### src/rtl/mul_div_unit.sv
// mul_div_unit: iterative multiply/divide producing a 2*WIDTH result; define MULDIV_BOOTH4_EN for radix-4 Booth multiply
module mul_div_unit #(
  parameter int WIDTH = 32
) (
  input  logic               clock,
  input  logic               clear,
  input  logic               start,
  input  logic               op,
  input  logic               sgn,
  input  logic [WIDTH-1:0]   a,
  input  logic [WIDTH-1:0]   b,
  output logic               busy,
  output logic               done,
  output logic               dz,
  output logic [2*WIDTH-1:0] z_out
);
  localparam int W = WIDTH;
  localparam int CW = $clog2(W + 1);
  typedef enum logic [1:0] {IDLE, RUN, FIX, DONE} state_t;
  state_t state, state_nx;
  logic [2*W-1:0] acc, div_step, mul_step, fix_mul;
  logic [W-1:0] bm, ma, mb, q, r;
  logic [CW-1:0] cnt;
  logic op_r, sa, sb, neg, last, by_zero;
  logic [W:0] drem, ddif;
  assign ma = (sgn && a[W-1]) ? -a : a;
  assign mb = (sgn && b[W-1]) ? -b : b;
  assign last = cnt == CW'(1);
  assign by_zero = op_r && bm == '0;
  assign neg = sa ^ sb;
  assign q = acc[W-1:0];
  assign r = acc[2*W-1:W];
  assign drem = {acc[2*W-1:W], acc[W-1]};
  assign ddif = drem - {1'b0, bm};
  assign div_step = ddif[W] ? {drem[W-1:0], acc[W-2:0], 1'b0} : {ddif[W-1:0], acc[W-2:0], 1'b1};
`ifdef MULDIV_BOOTH4_EN
  logic [2*W-1:0] mc, badd, bext;
  logic [W:0] mq;
  logic ucorr;
  logic [2:0] trip;
  assign trip = mq[2:0];
  assign badd = (trip == 3'b011) ? (mc << 1) :
                (trip == 3'b100) ? -(mc << 1) :
                (trip == 3'b001 || trip == 3'b010) ? mc :
                (trip == 3'b101 || trip == 3'b110) ? -mc : '0;
  assign bext = (last && ucorr) ? (mc << 2) : '0;
  assign mul_step = acc + badd + bext;
  assign fix_mul = acc;
  // Booth operand shifters; unsigned multipliers with the top bit set get a final +a*2^W correction
  always_ff @(posedge clock or negedge clear) begin
    if (!clear) begin
      mc <= '0;
      mq <= '0;
      ucorr <= 1'b0;
    end else if (state == IDLE && start) begin
      mc <= {{W{sgn & a[W-1]}}, a};
      mq <= {b, 1'b0};
      ucorr <= !sgn && b[W-1];
    end else if (state == RUN) begin
      mc <= mc << 2;
      mq <= mq >> 2;
    end
  end
`else
  logic [W:0] msum;
  assign msum = {1'b0, acc[2*W-1:W]} + (acc[0] ? {1'b0, bm} : '0);
  assign mul_step = {msum, acc[W-1:1]};
  assign fix_mul = neg ? -acc : acc;
`endif
  // state register
  always_ff @(posedge clock or negedge clear) begin
    if (!clear) state <= IDLE;
    else state <= state_nx;
  end
  // next-state logic
  always_comb begin
    state_nx = state;
    case (state)
      IDLE: state_nx = start ? RUN : IDLE;
      RUN:  state_nx = by_zero ? DONE : (last ? FIX : RUN);
      FIX:  state_nx = DONE;
      DONE: state_nx = IDLE;
    endcase
  end
  // status outputs decoded from state
  always_comb begin
    busy = state == RUN || state == FIX;
    done = state == DONE;
  end
  // datapath: operand capture, iteration, sign fix-up and result latch
  always_ff @(posedge clock or negedge clear) begin
    if (!clear) begin
      acc <= '0;
      bm <= '0;
      cnt <= '0;
      op_r <= 1'b0;
      sa <= 1'b0;
      sb <= 1'b0;
      dz <= 1'b0;
      z_out <= '0;
    end else if (state == IDLE && start) begin
      op_r <= op;
      sa <= sgn & a[W-1];
      sb <= sgn & b[W-1];
      bm <= mb;
      dz <= 1'b0;
`ifdef MULDIV_BOOTH4_EN
      acc <= op ? {{W{1'b0}}, ma} : '0;
      cnt <= op ? CW'(W) : CW'(W / 2);
`else
      acc <= {{W{1'b0}}, ma};
      cnt <= CW'(W);
`endif
    end else if (state == RUN) begin
      if (by_zero) begin
        z_out <= {sa ? -q : q, {W{1'b1}}};
        dz <= 1'b1;
      end else begin
        acc <= op_r ? div_step : mul_step;
        cnt <= cnt - CW'(1);
      end
    end else if (state == FIX) begin
      z_out <= op_r ? {sa ? -r : r, neg ? -q : q} : fix_mul;
    end
  end
endmodule

### config.mk
export PLATFORM = sky130hd
export DESIGN_NAME = mul_div_unit
export DESIGN_NICKNAME = d
export VERILOG_FILES = /design/src/rtl/mul_div_unit.sv
export SDC_FILE = /design/constraint.sdc
export NUM_CORES = 1
export LEC_CHECK = 0
export CORE_ASPECT_RATIO = 1.2
export CORE_MARGIN = 1
export CORE_UTILIZATION = 35
export CTS_BUF_LIST = sky130_fd_sc_hd__clkbuf_4 sky130_fd_sc_hd__clkbuf_8
export CTS_CLUSTER_SIZE = 30
export DETAILED_ROUTE_END_ITERATION = 10
export MAX_ROUTING_LAYER = met4
export PLACE_DENSITY_LB_ADDON = 0.15
export SLEW_MARGIN = 20
export SYNTH_ARGS = -nofsm -noshare
export SYNTH_HDL_FRONTEND = slang
export SYNTH_SLANG_ARGS = --single-unit
### constraint.sdc
create_clock -name clock -period 9.3 [get_ports clock]
set_input_delay 0.93 -clock clock [delete_from_list [all_inputs] [get_ports clock]]
set_output_delay 0.93 -clock clock [all_outputs]
set_load 0.1 [all_outputs]
==> results of run 1 <==
## registers in the layout (all words and copies together), names as in the netlist, named ones only
register,count
sa,1
sb,1
state,1
acc,64
z_out,64
dz,1
bm,32
cnt,6
op_r,1
## worst paths after layout
check	slack, ns	depth (start not counted)	endpoint	start
worst max-delay path	4.84	12	z_out[42]	acc[1]
worst min-delay path	0.34	1	acc[14]	clear
worst max register to register	4.84	12	z_out[42]	acc[1]
worst min register to register	0.49	2	bm[16]	bm[16]
max in group asynchronous	7.68	2	op_r	clear
min in group clock	0.49	2	bm[16]	bm[16]
## stage by stage
| stage | std cells | power, W | instance area, um^2 |
|---|---|---|---|
| floorplan | 1948 | 0.000797 | 15000 |
| global placement | 2504 | 0.000862 | 16600 |
| detailed placement | 2504 | 0.000863 | 16600 |
| CTS | 2536 | 0.00143 | 17000 |
| global route | 2537 | 0.00146 | 17000 |
| finish | 2537 | 0.00141 | 17000 |
## per-layer routing
metal  track usage  share of wire  vias to the layer above
met5             -              0                        -
met2         0.404           0.50                      358
met4        0.0840          0.028                        0
met3        0.0233          0.038                       56
met1         0.297           0.43                     6717
li1              -              -                     6953
## power by group through the flow
stage                     clock network, W  registers (W)  logic (W)
after floorplan                          0       0.000762  0.0000348
after global placement                   0       0.000762  0.0000998
after detailed placement                 0       0.000762   0.000101
after CTS                         0.000578       0.000747   0.000101
after global routing              0.000603       0.000747   0.000110
final                             0.000567       0.000747  0.0000983
## cells in the final DEF, fill, tap and decap left out, drive strengths merged, types with 72 or more instances in the layout
master,n
nand2,240
o21ai,223
nor2,194
dfrtp,172
a21oi,139
clkdlybuf4s50,134
xnor2,120
xor2,89
ha,73
inv,72
## cell families (layout without fill, tap and decap cells)
group	after synthesis	after routing
AND/OR/NAND/NOR	654	654
buffers and inverters	207	249
adder cells (fa/ha/maj)	75	75
multiplexers	54	54
flip-flops	172	172
XOR/XNOR	209	209
AO/OA/AOI/OAI	577	577
other	0	1
## cell type report
class	instances	share of cell area
Multi-Input combinational cell	1569	0.582
Sequential cell	172	0.253
Timing Repair Buffer	149	0.0857
Tap cell	546	0.0402
Clock buffer	20	0.0158
Inverter	68	0.0150
Clock inverter	12	0.00772
Antenna cell	1	0.000147
==> flow_summary.html, run 1 <==
<table>
<tr><th>Metric</th><th>Value</th></tr>
<tr><th colspan="2">Worst setup path</th></tr>
<tr><td>Critical Path Fanout Max</td><td>9</td></tr>
<tr><td>Worst path slowest cell</td><td>or4_1</td></tr>
<tr><td>Family with the most delay on the worst path</td><td>simple AND/OR/NAND/NOR gates</td></tr>
<tr><td>Kind of capture point of the worst setup path</td><td>register</td></tr>
<tr><td>Crit Path Class</td><td>reg -&gt; reg</td></tr>
<tr><td>Combined buffer and inverter count along the critical path</td><td>1</td></tr>
<tr><td>Critical path required time</td><td>9.70 ns</td></tr>
<tr><td>Startpoint class of the critical path</td><td>register</td></tr>
<tr><td>CP arrival</td><td>4.86 ns</td></tr>
<tr><td>Crit path largest cell delay</td><td>0.82 ns</td></tr>
<tr><td>Cell-by-cell trace of the critical path</td><td>inv_1 &gt; ha_1 &gt; or3b_1 &gt; or4_1 &gt; or4_1 &gt; nor4_4 &gt; a221o_1 &gt; o21ai_1 &gt; xnor2_1 &gt; nor2_1 &gt; a21oi_1 &gt; o21ai_1</td></tr>
<tr><th colspan="2">Power</th></tr>
<tr><td>Max rail drop VDD</td><td>0.0000944 V</td></tr>
<tr><td>Static leakage power</td><td>7.53 nW</td></tr>
<tr><td>Share of power burned in registers</td><td>0.529</td></tr>
<tr><td>Power spent charging and discharging nets</td><td>0.000383 W</td></tr>
<tr><td>Power share of the clock group</td><td>0.401</td></tr>
<tr><td>Proportion of power drawn by combinational gates</td><td>0.070</td></tr>
<tr><td>Power density cells</td><td>83.0 nW/um^2</td></tr>
<tr><td>Internal Pwr Total</td><td>0.00103 W</td></tr>
<tr><td>Switching share of power</td><td>0.271</td></tr>
<tr><th colspan="2">Timing</th></tr>
<tr><td>Setup WS post-layout</td><td>4.84 ns</td></tr>
<tr><td>Final Slew Violations</td><td>0</td></tr>
<tr><td>Worst hold margin</td><td>0.339 ns</td></tr>
<tr><td>Final setup violation count</td><td>0</td></tr>
<tr><td>Final hold vios</td><td>0</td></tr>
<tr><td>Post-Route Skew</td><td>0.0213 ns</td></tr>
<tr><td>Relative slew margins</td><td>0.297</td></tr>
<tr><td>Time the final worst path needs with I/O delays and setup</td><td>4.46 ns</td></tr>
<tr><td>Post-Route Setup TNS</td><td>0 ns</td></tr>
<tr><td>Max Fclk</td><td>0.224 GHz</td></tr>
<tr><td>Share of the clock period used by the worst path after layout</td><td>0.479</td></tr>
<tr><td>Transition time of the tightest slew-check pin</td><td>1.05 ns</td></tr>
<tr><td>RSZ-0062 raised after global routing</td><td>false</td></tr>
<tr><th colspan="2">Synth</th></tr>
<tr><td>Post-synthesis simple-gate area fraction</td><td>0.202</td></tr>
<tr><td>Async set or reset register ratio after synthesis</td><td>1.00</td></tr>
<tr><td>Register bit count reported by yosys</td><td>172</td></tr>
<tr><td>Synth Instances</td><td>1948</td></tr>
<tr><td>Dominant combinational cell family by area after synthesis</td><td>compound AO/OA/AOI/OAI gates</td></tr>
<tr><td>Nets in the synthesized netlist</td><td>2092</td></tr>
<tr><td>Number of synthesized flops with an enable pin</td><td>0</td></tr>
<tr><td>Number of different library cells in the post-synthesis netlist</td><td>75</td></tr>
<tr><td>Fraction of synthesized cell area in xor and xnor cells</td><td>0.122</td></tr>
<tr><td>Most frequent cell after synthesis</td><td>nand2_1</td></tr>
<tr><td>Leading register cell type out of synthesis</td><td>dfrtp_1</td></tr>
<tr><td>Post-synth design cell area</td><td>15000 um^2</td></tr>
<tr><td>Biggest area consumer among synthesized cells</td><td>dfrtp_1</td></tr>
<tr><td>Syn Area/Cell</td><td>7.68 um^2</td></tr>
<tr><td>Adder-Cell Fraction of Synth Area</td><td>0.0637</td></tr>
<tr><td>Yosys warnings</td><td>0</td></tr>
<tr><td>Fraction of post-synthesis cell area in the top cell type by area</td><td>0.288</td></tr>
<tr><td>Top cells by area, synth</td><td>dfrtp_1, o21ai_0, xnor2_1</td></tr>
<tr><td>Complex-gate fraction of the synthesized area</td><td>0.235</td></tr>
<tr><td>Top post-synthesis cells by count</td><td>nand2_1, o21ai_0, nor2_1</td></tr>
<tr><td>Share of the yosys chip area belonging to registers</td><td>0.288</td></tr>
<tr><td>Mux share of post-synthesis cell area</td><td>0.0363</td></tr>
<tr><th colspan="2">Detailed routing</th></tr>
<tr><td>Vias post-DR</td><td>14100</td></tr>
<tr><td>DRC violations left</td><td>0</td></tr>
<tr><td>Number of detailed-routing iterations run before antenna repair</td><td>5</td></tr>
<tr><td>Total wire length after detailed routing</td><td>50.4 mm</td></tr>
<tr><td>Wire length per cell</td><td>19.8 um</td></tr>
<tr><td>Count of nets left with antenna violations after detail routing</td><td>0</td></tr>
<tr><td>First-iteration detailed-routing DRC count</td><td>868</td></tr>
<tr><td>Via-to-Cell Ratio</td><td>5.55</td></tr>
<tr><th colspan="2">Layout</th></tr>
<tr><td>Sequential Area</td><td>4310 um^2</td></tr>
<tr><td>Nets</td><td>2121</td></tr>
<tr><td>Filler Cell Count</td><td>4399</td></tr>
<tr><td>Synth-to-Final Area Change</td><td>13.7%</td></tr>
<tr><td>Area of the multi-input gates</td><td>9900 um^2</td></tr>
<tr><td>Proportion of layout cells with a drive suffix above 1</td><td>0.0392</td></tr>
<tr><td>Util after Layout</td><td>0.405</td></tr>
<tr><th colspan="2">Floorplanning</th></tr>
<tr><td>Overall die area</td><td>43600 um^2</td></tr>
<tr><td>Y dimension of the die</td><td>228 um</td></tr>
<tr><td>Die W</td><td>191 um</td></tr>
<tr><td>Number of I/O pins</td><td>136</td></tr>
<tr><td># rows</td><td>82</td></tr>
<tr><td>Placeable core region</td><td>42000 um^2</td></tr>
<tr><td>Initial core utilization</td><td>0.356</td></tr>
<tr><th colspan="2">Clocking</th></tr>
<tr><td>Clock Latency Late Sink</td><td>0.54 ns</td></tr>
<tr><td>Total setup buffers inserted after CTS</td><td>0</td></tr>
<tr><td>CTS tree</td><td>built</td></tr>
<tr><td>CTS hold repair buffers</td><td>0</td></tr>
<tr><td>CTS Buffer Depth</td><td>2</td></tr>
<tr><td>Clk Tree Root Cell</td><td>clkbuf_8</td></tr>
<tr><td>Total number of H-tree levels</td><td>4</td></tr>
<tr><td>Clock buffers created by TritonCTS</td><td>17</td></tr>
<tr><td>Number of clock sinks</td><td>172</td></tr>
<tr><td>Resize count post-CTS</td><td>0</td></tr>
<tr><td>Clock-pin slew on the worst setup and hold paths</td><td>0.11 ns</td></tr>
<tr><th colspan="2">Placed design</th></tr>
<tr><td>Place WS</td><td>4.78 ns</td></tr>
<tr><td>Routability-driven placement congestion ratio</td><td>0.910</td></tr>
<tr><td>Input/output buffers</td><td>135</td></tr>
<tr><td>Total half-perimeter wirelength after legalization and detailed placement</td><td>38.3 mm</td></tr>
<tr><th colspan="2">Global route</th></tr>
<tr><td>Number of antenna violations at the first check in global routing</td><td>1</td></tr>
<tr><td>GRT Resource Usage Total</td><td>0.240</td></tr>
<tr><td>Sum of overflow across all layers after global routing</td><td>0</td></tr>
<tr><td>Largest net degree at the start of global routing</td><td>86</td></tr>
<tr><td>Vias in the first global route</td><td>13400</td></tr>
<tr><td>Global-route wire length before repair</td><td>78.5 mm</td></tr>
<tr><th colspan="2">Min path</th></tr>
<tr><td>Tightest Hold Check Type</td><td>in -&gt; async</td></tr>
<tr><th colspan="2">Outcome</th></tr>
<tr><td>Outcome</td><td>finished clean</td></tr>
<tr><th colspan="2">Flow run</th></tr>
<tr><td>Number of maximum-capacitance constraint violations</td><td>0</td></tr>
</table>
No activity file was read; power rests on OpenSTA's default activity.
==> run 2: changes to the inputs <==
==> constraint.sdc (replaced) <==
create_clock -name clock -period 4.6 [get_ports clock]
set_input_delay 0.46 -clock clock [delete_from_list [all_inputs] [get_ports clock]]
set_output_delay 0.46 -clock clock [all_outputs]
set_load 0.1 [all_outputs]
==> flow_summary.html, run 2 (synthesis results as in run 1) <==
<table>
<tr><th>Metric</th><th>Value</th></tr>
<tr><th colspan="2">Outcome</th></tr>
<tr><td>Outcome</td><td>finished clean</td></tr>
<tr><th colspan="2">Global route</th></tr>
<tr><td>Number of antenna violations at the first check in global routing</td><td>1</td></tr>
<tr><td>Vias in the first global route</td><td>14000</td></tr>
<tr><td>Sum of overflow across all layers after global routing</td><td>0</td></tr>
<tr><td>GRT Resource Usage Total</td><td>0.249</td></tr>
<tr><td>Global-route wire length before repair</td><td>81.0 mm</td></tr>
<tr><td>Largest net degree at the start of global routing</td><td>84</td></tr>
<tr><th colspan="2">Power</th></tr>
<tr><td>Static leakage power</td><td>7.72 nW</td></tr>
<tr><td>Power density cells</td><td>160 nW/um^2</td></tr>
<tr><td>Max rail drop VDD</td><td>0.000200 V</td></tr>
<tr><th colspan="2">Worst setup path</th></tr>
<tr><td>Critical Path Fanout Max</td><td>18</td></tr>
<tr><td>R2r startpoint</td><td>acc[31]</td></tr>
<tr><td>Startpoint class of the critical path</td><td>register</td></tr>
<tr><td>Crit Path Class</td><td>reg -&gt; reg</td></tr>
<tr><td>Reg-to-reg endpoint</td><td>acc[49]</td></tr>
<tr><td>Number of cells traversed by the worst register-to-register path</td><td>14</td></tr>
<tr><td>Critical path required time</td><td>5.01 ns</td></tr>
<tr><td>Kind of capture point of the worst setup path</td><td>register</td></tr>
<tr><td>CP arrival</td><td>4.42 ns</td></tr>
<tr><td>R2R setup slack</td><td>0.59 ns</td></tr>
<tr><th colspan="2">Min path</th></tr>
<tr><td>Terminating pin of the worst hold path</td><td>bm[17]</td></tr>
<tr><td>Hold Path Origin</td><td>bm[17]</td></tr>
<tr><td>Hold Path Cell Cnt</td><td>2</td></tr>
<tr><td>Tightest Hold Check Type</td><td>reg -&gt; reg</td></tr>
<tr><th colspan="2">Layout</th></tr>
<tr><td>Sequential Area</td><td>4310 um^2</td></tr>
<tr><td>Leading cell types in the layout, fill and taps excluded</td><td>nand2_1, o21ai_0, nor2_1, dfrtp_1, a21oi_1</td></tr>
<tr><td>Synth-to-Final Area Change</td><td>15.6%</td></tr>
<tr><td>Filler Cell Count</td><td>4414</td></tr>
<tr><td>Area of the multi-input gates</td><td>9900 um^2</td></tr>
<tr><td>Proportion of layout cells with a drive suffix above 1</td><td>0.0581</td></tr>
<tr><td>Nets</td><td>2162</td></tr>
<tr><td>Largest registers</td><td>acc: 64 flops, z_out: 64 flops, bm: 32 flops</td></tr>
<tr><td>Most frequent standard cell in the layout excluding fill and tap cells</td><td>nand2_1</td></tr>
<tr><th colspan="2">Timing</th></tr>
<tr><td>RSZ-0062 raised after global routing</td><td>false</td></tr>
<tr><td>Worst hold margin</td><td>0.486 ns</td></tr>
<tr><td>Transition time of the tightest slew-check pin</td><td>1.03 ns</td></tr>
<tr><td>Final setup violation count</td><td>0</td></tr>
<tr><td>Post-Route Setup TNS</td><td>0 ns</td></tr>
<tr><td>Max Fclk</td><td>0.250 GHz</td></tr>
<tr><td>Final Slew Violations</td><td>0</td></tr>
<tr><td>Relative slew margins</td><td>0.312</td></tr>
<tr><td>Post-Route Skew</td><td>0.0211 ns</td></tr>
<tr><td>Final hold vios</td><td>0</td></tr>
<tr><td>Time the final worst path needs with I/O delays and setup</td><td>4.01 ns</td></tr>
<tr><td>Share of the clock period used by the worst path after layout</td><td>0.871</td></tr>
<tr><th colspan="2">Placed design</th></tr>
<tr><td>Routability-driven placement congestion ratio</td><td>0.969</td></tr>
<tr><td>Total half-perimeter wirelength after legalization and detailed placement</td><td>40.8 mm</td></tr>
<tr><td>Input/output buffers</td><td>135</td></tr>
<tr><th colspan="2">Clocking</th></tr>
<tr><td>Total setup buffers inserted after CTS</td><td>0</td></tr>
<tr><td>CTS tree</td><td>built</td></tr>
<tr><td>CTS Buffer Depth</td><td>2</td></tr>
<tr><td>Total number of H-tree levels</td><td>4</td></tr>
<tr><td>Clk Tree Root Cell</td><td>clkbuf_8</td></tr>
<tr><td>CTS hold repair buffers</td><td>1</td></tr>
<tr><td>Clock Latency Late Sink</td><td>0.53 ns</td></tr>
<tr><td>Number of clock sinks</td><td>172</td></tr>
<tr><td>Resize count post-CTS</td><td>0</td></tr>
<tr><td>Clock-pin slew on the worst setup and hold paths</td><td>0.10 ns</td></tr>
<tr><td>Clock buffers created by TritonCTS</td><td>17</td></tr>
<tr><th colspan="2">Flow run</th></tr>
<tr><td>Number of maximum-capacitance constraint violations</td><td>0</td></tr>
<tr><th colspan="2">Floorplanning</th></tr>
<tr><td>Number of I/O pins</td><td>136</td></tr>
<tr><td>Initial core utilization</td><td>0.356</td></tr>
<tr><td>Placeable core region</td><td>42000 um^2</td></tr>
<tr><td>Die W</td><td>191 um</td></tr>
<tr><td>Y dimension of the die</td><td>228 um</td></tr>
<tr><td>Overall die area</td><td>43600 um^2</td></tr>
<tr><td># rows</td><td>82</td></tr>
<tr><th colspan="2">Detailed routing</th></tr>
<tr><td>Vias post-DR</td><td>14300</td></tr>
<tr><td>Total wire length after detailed routing</td><td>51.7 mm</td></tr>
<tr><td>DRC violations left</td><td>0</td></tr>
<tr><td>Count of nets left with antenna violations after detail routing</td><td>0</td></tr>
<tr><td>First-iteration detailed-routing DRC count</td><td>960</td></tr>
<tr><td>Wire length per cell</td><td>20.1 um</td></tr>
<tr><td>Number of detailed-routing iterations run before antenna repair</td><td>5</td></tr>
<tr><td>Via-to-Cell Ratio</td><td>5.54</td></tr>
</table>
-- run 2: worst max-delay path, cell delays in order (launching register included) --
cell	delay [ns]
dfrtp_1	0.52
inv_1	0.23
ha_1	0.22
fa_1	0.21
nor2b_1	0.07
o31a_1	0.32
o21ai_0	0.38
a21oi_1	0.12
a2111oi_0	0.56
buf_4	0.22
xnor2_2	0.16
buf_4	0.32
mux2_2	0.37
a21oi_1	0.14
o21ai_0	0.08
-- run 2: worst max path at each step --
| stage | start | end | slack [ns] | cells after the start |
|---|---|---|---|---|
| floorplan | acc[0] | z_out[58] | 0.80 | 15 |
| global placement | acc[52] | acc[49] | 0.68 | 12 |
| detailed placement | acc[31] | acc[49] | 0.62 | 14 |
| CTS | acc[31] | acc[49] | 0.58 | 14 |
| global route | acc[31] | acc[58] | 0.23 | 14 |
| finish | acc[31] | acc[49] | 0.59 | 14 |
-- run 2: cell type report --
class | instances | share of cell area
multi-input cells | 1569 | 0.573
clock inverters | 14 | 0.00637
well taps | 546 | 0.0395
flip-flops and latches | 172 | 0.249
repair buffers | 190 | 0.103
diodes | 1 | 0.000145
clock buffers | 18 | 0.0143
inverters | 68 | 0.0148
-- run 2: routing by layer --
layer | global-route usage | routed length [um] | up-vias | share of wire
met2 | 0.430 | 26100 | 373 | 0.50
met4 | 0.0943 | 1780 | 0 | 0.034
li1 | - | - | 7041 | -
met3 | 0.0253 | 1920 | 71 | 0.037
met5 | - | 0 | - | 0
met1 | 0.295 | 21900 | 6796 | 0.42
-- run 2: where the power goes --
group          internal, W  switching [W]
clock network     0.000396       0.000652
registers          0.00151              0
logic            0.0000928       0.000108
-- run 2: metrics by stage --
step	instance area, um^2	utilization	setup WS [ns]	cells	power [W]
floorplan	15000	-	0.801	1948	0.00161
global placement	16900	0.403	0.683	2544	0.00174
detailed placement	16900	0.403	0.623	2544	0.00174
CTS	17300	0.412	0.579	2577	0.00280
global route	17300	0.412	0.234	2578	0.00287
finish	17300	0.412	0.593	2578	0.00276
==> run 3: changes to the inputs <==
--- a/config.mk
+++ b/config.mk
@@ -5,13 +5,13 @@
 export SDC_FILE = /design/constraint.sdc
 export NUM_CORES = 1
 export LEC_CHECK = 0
+export ABC_CLOCK_PERIOD_IN_PS = 4600
 export CORE_ASPECT_RATIO = 1.2
 export CORE_MARGIN = 1
 export CORE_UTILIZATION = 35
 export CTS_BUF_LIST = sky130_fd_sc_hd__clkbuf_4 sky130_fd_sc_hd__clkbuf_8
 export CTS_CLUSTER_SIZE = 30
 export DETAILED_ROUTE_END_ITERATION = 10
-export MAX_ROUTING_LAYER = met4
 export PLACE_DENSITY_LB_ADDON = 0.15
 export SLEW_MARGIN = 20
 export SYNTH_ARGS = -nofsm -noshare
==> flow_summary.html, run 3 (synthesis results as in run 1) <==
<table>
<tr><th>Metric</th><th>Value</th></tr>
<tr><th colspan="2">Outcome</th></tr>
<tr><td>Outcome</td><td>finished clean</td></tr>
<tr><th colspan="2">Clocking</th></tr>
<tr><td>CTS tree</td><td>built</td></tr>
<tr><td>CTS Buffer Depth</td><td>2</td></tr>
<tr><td>Clk Tree Root Cell</td><td>clkbuf_8</td></tr>
<tr><td>Clock buffers created by TritonCTS</td><td>17</td></tr>
<tr><td>Clock Latency Late Sink</td><td>0.53 ns</td></tr>
<tr><td>Total number of H-tree levels</td><td>4</td></tr>
<tr><td>Number of clock sinks</td><td>172</td></tr>
<tr><td>Clock-pin slew on the worst setup and hold paths</td><td>0.11 ns</td></tr>
<tr><td>Resize count post-CTS</td><td>0</td></tr>
<tr><th colspan="2">Floorplanning</th></tr>
<tr><td>Placeable core region</td><td>42000 um^2</td></tr>
<tr><td>Number of I/O pins</td><td>136</td></tr>
<tr><td>Overall die area</td><td>43600 um^2</td></tr>
<tr><td>Y dimension of the die</td><td>228 um</td></tr>
<tr><td>Die W</td><td>191 um</td></tr>
<tr><td># rows</td><td>82</td></tr>
<tr><td>Initial core utilization</td><td>0.356</td></tr>
<tr><th colspan="2">Layout</th></tr>
<tr><td>Nets</td><td>2159</td></tr>
<tr><td>Synth-to-Final Area Change</td><td>15.4%</td></tr>
<tr><td>Area of the multi-input gates</td><td>9900 um^2</td></tr>
<tr><td>Sequential Area</td><td>4310 um^2</td></tr>
<tr><td>Filler Cell Count</td><td>4431</td></tr>
<tr><td>Largest registers</td><td>acc: 64 flops, z_out: 64 flops, bm: 32 flops</td></tr>
<tr><td>Most frequent standard cell in the layout excluding fill and tap cells</td><td>nand2_1</td></tr>
<tr><td>Post-layout instance area</td><td>17300 um^2</td></tr>
<tr><td>Leading cell types in the layout, fill and taps excluded</td><td>nand2_1, o21ai_0, nor2_1, dfrtp_1, a21oi_1</td></tr>
<tr><td>Proportion of layout cells with a drive suffix above 1</td><td>0.0562</td></tr>
<tr><td>Count of placed standard cells in the final layout, fillers left out</td><td>2574</td></tr>
<tr><th colspan="2">Placed design</th></tr>
<tr><td>Input/output buffers</td><td>135</td></tr>
<tr><td>Total half-perimeter wirelength after legalization and detailed placement</td><td>39.6 mm</td></tr>
<tr><td>Routability-driven placement congestion ratio</td><td>0.952</td></tr>
<tr><td>Placed cell count</td><td>2541</td></tr>
<tr><td>Cell area reported after detailed placement</td><td>16900 um^2</td></tr>
<tr><th colspan="2">Detailed routing</th></tr>
<tr><td>Via-to-Cell Ratio</td><td>5.50</td></tr>
<tr><td>Number of detailed-routing iterations run before antenna repair</td><td>6</td></tr>
<tr><td>First-iteration detailed-routing DRC count</td><td>865</td></tr>
<tr><td>Total wire length after detailed routing</td><td>51.0 mm</td></tr>
<tr><td>Wire length per cell</td><td>19.8 um</td></tr>
<tr><td>DRC violations left</td><td>0</td></tr>
<tr><td>Count of nets left with antenna violations after detail routing</td><td>0</td></tr>
<tr><td>Vias post-DR</td><td>14200</td></tr>
<tr><th colspan="2">Timing</th></tr>
<tr><td>Relative slew margins</td><td>0.328</td></tr>
<tr><td>Final hold vios</td><td>0</td></tr>
<tr><td>RSZ-0062 raised after global routing</td><td>false</td></tr>
<tr><td>Share of the clock period used by the worst path after layout</td><td>0.897</td></tr>
<tr><td>Final setup violation count</td><td>0</td></tr>
<tr><td>Worst hold margin</td><td>0.484 ns</td></tr>
<tr><td>Post-Route Skew</td><td>0.0167 ns</td></tr>
<tr><td>Final Slew Violations</td><td>0</td></tr>
<tr><td>Post-Route Setup TNS</td><td>0 ns</td></tr>
<tr><td>Time the final worst path needs with I/O delays and setup</td><td>4.12 ns</td></tr>
<tr><td>Transition time of the tightest slew-check pin</td><td>1.00 ns</td></tr>
<tr><td>Max Fclk</td><td>0.242 GHz</td></tr>
<tr><th colspan="2">Power</th></tr>
<tr><td>Power density cells</td><td>160 nW/um^2</td></tr>
<tr><td>Static leakage power</td><td>7.70 nW</td></tr>
<tr><td>Total power consumption of the routed design</td><td>0.00277 W</td></tr>
<tr><td>Max rail drop VDD</td><td>0.000195 V</td></tr>
<tr><th colspan="2">Global route</th></tr>
<tr><td>Sum of overflow across all layers after global routing</td><td>0</td></tr>
<tr><td>Number of antenna violations at the first check in global routing</td><td>1</td></tr>
<tr><td>Vias in the first global route</td><td>13800</td></tr>
<tr><td>Global-route wire length before repair</td><td>79.2 mm</td></tr>
<tr><td>Global routing met2 resource utilization</td><td>0.418</td></tr>
<tr><td>Met3 Use GR</td><td>0.0227</td></tr>
<tr><td>Largest net degree at the start of global routing</td><td>92</td></tr>
<tr><td>GR peak layer</td><td>met2</td></tr>
<tr><td>GRT Resource Usage Total</td><td>0.236</td></tr>
<tr><td>Met1 Usage GRT</td><td>0.290</td></tr>
<tr><th colspan="2">Min path</th></tr>
<tr><td>Hold Path Cell Cnt</td><td>2</td></tr>
<tr><td>Tightest Hold Check Type</td><td>reg -&gt; reg</td></tr>
<tr><th colspan="2">Worst setup path</th></tr>
<tr><td>Startpoint class of the critical path</td><td>register</td></tr>
<tr><td>Critical Path Fanout Max</td><td>19</td></tr>
<tr><td>Kind of capture point of the worst setup path</td><td>register</td></tr>
<tr><td>Critical path required time</td><td>5.02 ns</td></tr>
<tr><td>Number of cells traversed by the worst register-to-register path</td><td>14</td></tr>
<tr><td>Crit Path Class</td><td>reg -&gt; reg</td></tr>
<tr><td>CP arrival</td><td>4.54 ns</td></tr>
<tr><td>R2R setup slack</td><td>0.48 ns</td></tr>
<tr><th colspan="2">Flow run</th></tr>
<tr><td>Number of maximum-capacitance constraint violations</td><td>0</td></tr>
</table>
[run 3: per-layer routing]
layer	wire [um]	up-vias
met2	25400	386
li1	-	7020
met4	1680	0
met3	1850	74
met1	22100	6689
met5	0	-
[run 3: area by class of cell]
| cell class | count | share of cell area |
|---|---|---|
| antenna | 1 | 0.000145 |
| clock buffer | 20 | 0.0156 |
| clock inverter | 11 | 0.00500 |
| inverter | 68 | 0.0148 |
| multi-input combinational | 1569 | 0.574 |
| sequential | 172 | 0.250 |
| tap | 546 | 0.0396 |
| timing repair buffer | 187 | 0.102 |
[run 3: worst paths after layout]
| check | startpoint | to |
|---|---|---|
| min reg2reg | bm[17] | bm[17] |
| min in group asynchronous | clear | acc[7] |
| max reg2reg | acc[31] | acc[44] |
| min | bm[17] | bm[17] |
| max | acc[31] | acc[44] |
| max in group asynchronous | clear | bm[24] |
[run 3: report_power, final]
group,total (W),internal [W],switching (W)
logic,0.000200,0.0000928,0.000107
clock network,0.00106,0.000410,0.000649
registers,0.00151,0.00151,0
total,0.00277,0.00201,0.000756
[run 3: through the flow]
step            util  setup WS [ns]
2_1_floorplan      -          0.801
3_3_place_gp   0.403          0.578
3_5_place_dp   0.403          0.494
4_1_cts        0.411          0.470
5_1_grt        0.411          0.192
6_report       0.411          0.476
[run 3: what timing repair did]
action,4_1_cts,5_1_grt
hold endpoints to repair,8,0
hold buffers,1,0
buffers inserted,0,0
[run 3: critical path: stages (launching register included)]
cell and delay (ns):
dfrtp_1 0.62, inv_1 0.24, ha_1 0.28, fa_1 0.41, nor2b_1 0.16, o31a_1 0.26, o21ai_0 0.24, a21oi_1 0.24
a2111oi_0 0.10, buf_4 0.16, xnor2_2 0.38, buf_4 0.38, mux2_2 0.38, nand2_1 0.07, a21oi_1 0.07
==> patch: new RTL, config.mk and constraints of run 2 <==
Put one more register stage on the output `z_out`, without a reset. The value now appears one clock later. The other outputs are not delayed to match.
--- a/src/rtl/mul_div_unit.sv
+++ b/src/rtl/mul_div_unit.sv
@@ -17,6 +17,8 @@
   localparam int W = WIDTH;
   localparam int CW = $clog2(W + 1);
   typedef enum logic [1:0] {IDLE, RUN, FIX, DONE} state_t;
+
+  logic [2*WIDTH-1:0] z_s0;
   state_t state, state_nx;
   logic [2*W-1:0] acc, div_step, mul_step, fix_mul;
   logic [W-1:0] bm, ma, mb, q, r;
@@ -97,7 +99,7 @@
       sa <= 1'b0;
       sb <= 1'b0;
       dz <= 1'b0;
-      z_out <= '0;
+      z_s0 <= '0;
     end else if (state == IDLE && start) begin
       op_r <= op;
       sa <= sgn & a[W-1];
@@ -113,15 +115,19 @@
 `endif
     end else if (state == RUN) begin
       if (by_zero) begin
-        z_out <= {sa ? -q : q, {W{1'b1}}};
+        z_s0 <= {sa ? -q : q, {W{1'b1}}};
         dz <= 1'b1;
       end else begin
         acc <= op_r ? div_step : mul_step;
         cnt <= cnt - CW'(1);
       end
     end else if (state == FIX) begin
-      z_out <= op_r ? {sa ? -r : r, neg ? -q : q} : fix_mul;
+      z_s0 <= op_r ? {sa ? -r : r, neg ? -q : q} : fix_mul;
     end
   end
+  always_ff @(posedge clock) begin
+    z_out <= z_s0;
+  end
+
 endmodule
 
Formal check against the unedited RTL: not equivalent (Yosys sat finds a counterexample within 4 cycles, from zero or initial values).
==> patch against run 2 <==
Clock skew increased by 0.0011 ns; via count up 6.1%; critical path depth is 1 lower; sequential cell count increased by 64; combinational power up 4%; routed wire length is 6.7% higher; worst setup slack improved by 0.10 ns; global-route usage decreased by 0.74 points; synthesized area is 9.8% higher; power is 55% higher; design area rose by 11%; sequential share of layout area increased by 4.2 points; largest power group unchanged.
==> patch: results (changes against run 2) <==
run status: complete, no violations
Final Cell Area: 19,220 µm² (+11%)
Seq cells post-synth: 236 (+37%)
Layout clock buffers: 64 (+46)
pre-CTS setup slack: 0.7439 ns (+0.1208 ns)
# fillers: 4,715 (+6.8%)
Slew HR: 0.2729 (-0.03882)
Synth Area in Compound Gates: 0.2371 (+0.002189)
hpwl dp: 43,100 µm (+5.6%)
largest net degree at the start of global routing: 125 (+49%)
DR iter-0 viols: 1,085 (+13%)
leak pwr: 8.405 nW (+8.9%)
ranking of synthesized cells by area: dfrtp_1, dfxtp_1, o21ai_0
Worst Hold Path EP: z_out[19]$_DFF_P_
share of layout cells above drive strength 1: 0.06651 (+0.008412)
mux contribution to synthesized area: 0.02559 (-0.01071)
first-pass GRT wire length: 86,350 µm (+6.6%)
fraction of area in multi-input gates: 0.5230 (-0.04974)
clk tree area frac: 0.04432 (+0.02363)
Distinct cells, synth: 81 (+8.0%)
sequential share of cell area: 0.2907 (+0.04154)
non-clock buffer count: 175 (-7.9%)
Synth Net Count: 2,182 (+4.3%)
R2R setup slack: 0.70 ns (+0.10 ns)
non-clock inverter count: 74 (+8.8%)
CP max-delay cell: o21ai_0
clk_lat worst skew: 0.59 ns (+0.06 ns)
combinational power share: 0.049 (-0.024)
Synth top cells by count: nand2_1, o21ai_0, nor2_1
NonClk Buf Share: 0.08741 (-0.01555)
Critical Path Max Stage Delay: 0.60 ns (+0.04 ns)
htree depth: 2 (-2)
GRT Total Usage: 0.2413 (-0.007446)
wl on met1: 23,270 µm (+6.2%)
Largest regs: acc (64), z_out (64), z_s0 (64)
Peak VDD IR: 0.1563 mV (-22%)
met1 usage: 0.2864 (-0.008445)
hold depth: 0 (-2)
CTS buffer count: 41 (+24)
WL met2: 27,620 µm (+5.7%)
Seq/Total Area, Yosys: 0.3400 (+0.05231)
R2R depth: 13 (-1)
Hold WS: 0.3676 ns (-0.1188 ns)
GP Congestion: 1.007 (+3.9%)
routed wl met3: 2090 µm (+9.0%)
CP Max Fanout: 4 (-14)
post-placement cell area: 18,340 µm² (+8.4%)
patch: cells by family (layout without fill, tap and decap cells):
| group | Yosys count | in the layout |
|---|---|---|
| flip-flops | 236 | 236 |
| AND/OR/NAND/NOR | 652 | 652 |
| buffers and inverters | 210 | 322 |
| XOR/XNOR | 199 | 199 |
| AO/OA/AOI/OAI | 624 | 624 |
| adder cells (fa/ha/maj) | 75 | 75 |
| multiplexers | 42 | 42 |
patch: stage by stage:
stage,total power [mW],instances
3_5_place_dp,2.320,2691
2_1_floorplan,2.184,2038
4_1_cts,4.348,2765
5_1_grt,4.448,2766
6_report,4.283,2766
3_3_place_gp,2.318,2691
patch: worst max-delay path, delay by kind of cell, from the launching register on:
kind / cells / cell delay (ns)
DFF: 1 / 0.41
xor gates and xnor gates: 1 / 0.16
adders and majority gates: 2 / 0.57
buffers and inverters: 1 / 0.06
and+or+nand+nor: 2 / 0.35
AOI/OAI and AO/OA: 7 / 2.25
